## src/rtl/serial_subtractor.sv

```systemverilog
// Bit-serial two's-complement subtractor: diff = a - b, one bit per clock through a single full-subtractor cell.
// Define SERIAL_SUB_OVERFLOW_EN to add the signed-overflow output.
module serial_subtractor #(
    parameter int WIDTH = 8
) (
    input  logic             clk,
    input  logic             reset,
    input  logic             start,
    input  logic [WIDTH-1:0] a,
    input  logic [WIDTH-1:0] b,
    output logic             ready,
    output logic             busy,
    output logic             done,
    output logic [WIDTH-1:0] diff,
`ifdef SERIAL_SUB_OVERFLOW_EN
    output logic             overflow,
`endif
    output logic             borrowout
);

    localparam int CW = (WIDTH > 2) ? $clog2(WIDTH) : 1;
    localparam logic [CW-1:0] LAST = CW'(WIDTH - 1);

    typedef enum logic [1:0] {
        IDLE  = 2'd0,
        SHIFT = 2'd1,
        DONE  = 2'd2
    } state_t;

    state_t           state;
    logic [WIDTH-1:0] a_sr;
    logic [WIDTH-1:0] b_sr;
    logic [WIDTH-2:0] r_sr;
    logic [CW-1:0]    cnt;
    logic             bin;
`ifdef SERIAL_SUB_OVERFLOW_EN
    logic             a_msb;
    logic             b_msb;
`endif

    logic             x;
    logic             y;
    logic             d;
    logic             bout;
    logic [WIDTH-1:0] r_full;

    // Full-subtractor cell on the current LSBs; r_full is the result register after this bit lands at the MSB
    always_comb begin
        x      = a_sr[0];
        y      = b_sr[0];
        d      = x ^ y ^ bin;
        bout   = (~x & y) | (~(x ^ y) & bin);
        r_full = {d, r_sr};
    end

    always_ff @(posedge clk or posedge reset) begin
        if (reset) begin
            state     <= IDLE;
            ready     <= 1'b1;
            busy      <= 1'b0;
            done      <= 1'b0;
            a_sr      <= '0;
            b_sr      <= '0;
            r_sr      <= '0;
            cnt       <= '0;
            bin       <= 1'b0;
            diff      <= '0;
            borrowout <= 1'b0;
`ifdef SERIAL_SUB_OVERFLOW_EN
            a_msb     <= 1'b0;
            b_msb     <= 1'b0;
            overflow  <= 1'b0;
`endif
        end else begin
            case (state)
                IDLE: begin
                    if (start) begin
                        a_sr  <= a;
                        b_sr  <= b;
                        bin   <= 1'b0;
                        cnt   <= '0;
`ifdef SERIAL_SUB_OVERFLOW_EN
                        a_msb <= a[WIDTH-1];
                        b_msb <= b[WIDTH-1];
`endif
                        state <= SHIFT;
                        ready <= 1'b0;
                        busy  <= 1'b1;
                    end
                end
                SHIFT: begin
                    a_sr <= a_sr >> 1;
                    b_sr <= b_sr >> 1;
                    r_sr <= r_full[WIDTH-1:1];
                    bin  <= bout;
                    cnt  <= cnt + 1'b1;
                    // Published outputs only move here, so they hold across the next operation's SHIFT
                    if (cnt == LAST) begin
                        diff      <= r_full;
                        borrowout <= bout;
`ifdef SERIAL_SUB_OVERFLOW_EN
                        overflow  <= (a_msb != b_msb) && (d != a_msb);
`endif
                        state     <= DONE;
                        busy      <= 1'b0;
                        done      <= 1'b1;
                    end
                end
                DONE: begin
                    state <= IDLE;
                    done  <= 1'b0;
                    ready <= 1'b1;
                end
                default: begin
                    state <= IDLE;
                    ready <= 1'b1;
                    busy  <= 1'b0;
                    done  <= 1'b0;
                end
            endcase
        end
    end

endmodule

```

## config.mk

```make
export PLATFORM = sky130hd
export DESIGN_NAME = serial_subtractor
export DESIGN_NICKNAME = d
export VERILOG_FILES = /design/src/rtl/serial_subtractor.sv
export SDC_FILE = /design/constraint.sdc
export NUM_CORES = 1
export LEC_CHECK = 0
export BUFFER_PORTS_ARGS = -buffer_cell sky130_fd_sc_hd__buf_4
export CELL_PAD_IN_SITES_DETAIL_PLACEMENT = 0
export CELL_PAD_IN_SITES_GLOBAL_PLACEMENT = 1
export CORE_MARGIN = 4
export CORE_UTILIZATION = 45
export DETAILED_ROUTE_END_ITERATION = 10
export MAX_ROUTING_LAYER = met4
export PLACE_DENSITY_LB_ADDON = 0.1
export SETUP_SLACK_MARGIN = 0.2
export SYNTH_ARGS = -nofsm -noshare
export SYNTH_HDL_FRONTEND = slang
export SYNTH_SLANG_ARGS = --single-unit
```

## constraint.sdc

```tcl
create_clock -name clk -period 1.8 [get_ports clk]
set_input_delay 0.09 -clock clk [delete_from_list [all_inputs] [get_ports clk]]
set_output_delay 0.09 -clock clk [all_outputs]
set_load 0.005 [all_outputs]
```

# [Word level (Yosys, flattened, before mapping)]
# Index checks and enable logic that the tools add are counted.
[word_totals] ff_bits=41 inputBits=19 out_inout_bits=12 wordCells=52
[classes] add_sub_neg=1 eq_ne=5 n_mux=17 bitwise=10 reduce_logical=8
[ops] op="$pmux W8 S2" n=2
[ops] op="$mux W8" n=2
[ops] op="$reduce_and A2 Y1" n=5
[ops] op="$pmux W1 S2" n=3
[ops] op="$pmux W3 S2" n=1
[ops] op="$not A1 Y1" n=5
[ops] op="$mux W1" n=4
[ops] op="$mux W2" n=2
[ops] op="$ne A2 B2 Y1 const B" n=2
[ops] op="$pmux W2 S2" n=1
[ops] op="$add A3 B1 Y3 const B" n=1
[ops] op="$eq A3 B3 Y1 const B" n=1
[ops] op="$mux W3" n=1
[ops] op="$pmux W1 S3" n=1
[ops] op="$reduce_and A3 Y1" n=1
[ops] op="$and A1 B1 Y1" n=2
[ops] op="$eq A2 B1 Y1 const B" n=1
[ops] op="$eq A2 B2 Y1 const B" n=1
[ops] op="$logic_not A2 Y1" n=1
[ops] op="$reduce_bool A2 Y1" n=1
[ops] op="$xor A1 B1 Y1" n=2
[ops] op="$or A1 B1 Y1" n=1

# [Logic depth before layout (Yosys ltp)]
[depth] word_depth=5 ltp_mapped=6 mapped_depth_nobuf=5

# [Worst setup path after synthesis]
# Ideal clock, no wire load.
[synth_path] path_type="register to register" from="reg cnt[0]" to="reg diff[0]" setup_ns=0.125 t_arrival_ns=1.323 required_time_ns=1.675 setup_slack_ns=0.352 path_stages_with_launch=6 path_buffers=1 period_less_slack_ns=1.448 path_cell_list="dfrtp_1 ha_1 ha_1 nand3b_4 buf_6 mux2_4"
[synth_via] elab_chain_cells=2
[synth_rtl] item="start: declaration" line_no="34" text="logic [CW-1:0] cnt;"
[synth_rtl] item="start signal: assignment" line_no="96" text="cnt <= cnt + 1'b1;"
[synth_rtl] item="$eq A3 B3 Y1" line_no="98" text="if (cnt == LAST) begin"
[synth_rtl] item="$reduce_and A2 Y1 (no source line)"
[synth_rtl] item="end signal: assignment" line_no="99" text="diff <= r_full;"
[synth_rtl] item="end: declaration" line_no="14" text="output logic [WIDTH-1:0] diff,"
# No other way between the ends.
# A chain may end at the register's enable or synchronous reset.

# [Worst setup path after layout]
[layout_path] from="reg cnt[0]" to="reg diff[4]"
# The elaborated chain is that of the path after synthesis.

==> metrics.csv <==
metric,value,unit
Layout Skew,6.06,ps
WL/cell,14.9,um
vias per cell,5.32,
vias post-DR,1246,
CTS tree,yes,
Max VDD drop,563,uV
vias in the first global route,1330,
Root Driver,clkbuf_8,
H-tree levels,2,
Max Root-Sink Buffers,2,
largest net degree at the start of global routing,42,
Tot Pwr,3800,uW
post-route setup TNS,0,ps
critical path's largest stage delay,400,ps
PostCTS Resize Cnt,0,
Fin. Hold Viols,0,
Async SR Flop Fraction,100,%
most frequent CP cell,ha_1,
die width,73.6,um
ys flop type,dfrtp_1,
Final min period,1530,ps
core box area,4090,um2
Post-Syn Nets,175,
MaxCap Viol Count,0,
Routed WL,3490,um
synth cell count leaders,"dfrtp_1, nor2_1, mux2_4",
"setup slack, reg-to-reg",270,ps
PortBufs,30,
Die Y,73.6,um
crit-path cells,ha_1 -> ha_1 -> nand3b_4 -> mux2_2,
starting density of the core,47.4,%
clock latency on the worst-skew pair,290,ps
first-pass GRT wire length,5980,um
share of layout cells above drive strength 1,36.4,%
Yosys top cell by area,dfrtp_1,
post-DP HPWL,2410,um
fmax,653,MHz
Worst EP arrival,1710,ps
Worst Hold Class,input port to flip-flop,
Yosys reg bits,41,
Startpoint Class,flip-flop,
endpoints failing setup,0,
Post-Syn Area per Cell,12.7,um2
Tot GR Track Use,14.6,%
TritonCTS Sinks,41,
share of the synthesized area in the top cell type,51.6,%
final estimated routing congestion in global placement,0.690,
final period utilization,85.1,%
Pins Over Slew Limit,0,
# nets final,205,
Routed Antenna Nets,0,
Mapped Cells,153,
DR pass1 iterations,4,
YS warnings,0,
Layout area overhead,17.0,%
CP endpoint kind,flip-flop,
CP Class,flip-flop to flip-flop,
CTS buffer count,5,
initial antenna violation count,0,
iteration-0 DRC count of the detailed router,48,
Netlist cell types,27,
synthesized area,1940,um2
Post-synth EDFFs,0,
CP max-delay cell,dfrtp_1,
Ports,31,
Rel. slew slack,64.0,%
Worst EP required,1980,ps
most frequent cell after synthesis,dfrtp_1,
filler instances,352,
Leak,0.00107,uW
RSZ-0062 raised after global routing,no,
transition time of the tightest slew-check pin,540,ps
clk slew on worst S/H paths,80,ps
status,finished clean,
grt ovf,0,
ant diodes,0,
sequential area share after synthesis,53.0,%
"Max FO, Critical Path",11,
Post-route DRC,0,
largest cells by area after synthesis,"dfrtp_1, mux2_4, nor2_1",
row count,23,
die area,5420,um2
PwrDens,1680,nW/um2
worst max-delay path, delay by kind of cell, from the launching register on:
| kind | cells | cell delay, ps |
|---|---|---|
| adder cells (fa/ha/maj) | 2 | 450 |
| flip-flops | 1 | 400 |
| multiplexers | 1 | 360 |
| AND/OR/NAND/NOR | 1 | 210 |
layout by cell type (no fill, tap or decap), types with 2 or more instances in the layout:
cell	netlist	routed
nand2_1	2	2
nor4b_1	11	11
nor4b_2	3	3
buf_4	2	33
nand2b_1	3	3
mux2_4	14	14
o21ai_0	2	2
inv_1	6	6
dfrtp_1	40	40
a211oi_2	2	2
ha_1	2	2
clkbuf_8	0	5
a211oi_1	10	10
clkinv_2	0	2
a21oi_1	3	3
nor2_1	28	28
a21o_1	2	2
a22o_1	4	4
routing by layer:
layer  global-route usage [%]  share of wire (%)  vias to the layer above
li1                         -                  -                      605
met1                     17.4                 45                      614
met2                     24.1                 50                       23
met3                     3.42                3.9                        4
met4                     5.43                1.3                        0
met5                        -                  0                        -
power breakdown:
group / total [uW] / leakage (uW) / switching (uW) / internal (uW)
logic: 1600 / 0.000532 / 659 / 937
registers: 1620 / 0.000489 / 252 / 1370
clock network: 583 / 0.0000439 / 315 / 268
area by class of cell:
class	count	area (um2)	share of cell area, %
clock buffers	5	68.8	3.03
clock inverters	3	17.5	0.772
inverters	6	22.5	0.993
multi-input cells	94	792	34.9
flip-flops and latches	41	1030	45.3
well taps	50	62.6	2.76
repair buffers	35	278	12.2
sequential cells by signal (all words and copies together) (netlist names):
register / flops
diff: 8
b_sr: 8
cnt: 3
done: 1
busy: 1
a_sr: 8
state: 2
r_sr: 7
ready: 1
bin: 1
borrowout: 1
path summary, 6_finish.rpt:
check / from / endpoint / cells after the start
max in group asynchronous: reset / ready / 4
min: a[7] / a_sr[7] / 2
max: cnt[0] / diff[4] / 4
max reg2reg: cnt[0] / diff[4] / 4
min in group asynchronous: reset / diff[3] / 4
min reg2reg: borrowout / borrowout / 2
cells by family after synthesis:
logic type / count (synthesis) / share of synthesized area [%]
fa+ha+maj: 3 / 2.32
mux: 15 / 11.4
compound gates: 28 / 12.0
buf+inv: 18 / 6.13
flops: 41 / 53.0
simple gates: 48 / 15.1
metrics by stage:
step	std cells	hold WS [ps]	util [%]	cell area [um2]	setup WS, ps
after global placement	225	251	53.2	2170	313
after global routing	234	6.72	55.5	2270	215
final	234	12.5	55.5	2270	268
after floorplan	153	223	-	1940	352
after detailed placement	225	269	53.2	2170	268
after CTS	234	1.39	55.5	2270	253
repair_timing:
item / 4_1_cts / 5_1_grt
hold buffers: 1 / 0
endpoints found under the hold margin: 40 / 0
buffers inserted: 0 / 0
No activity file was read; power rests on OpenSTA's default activity.
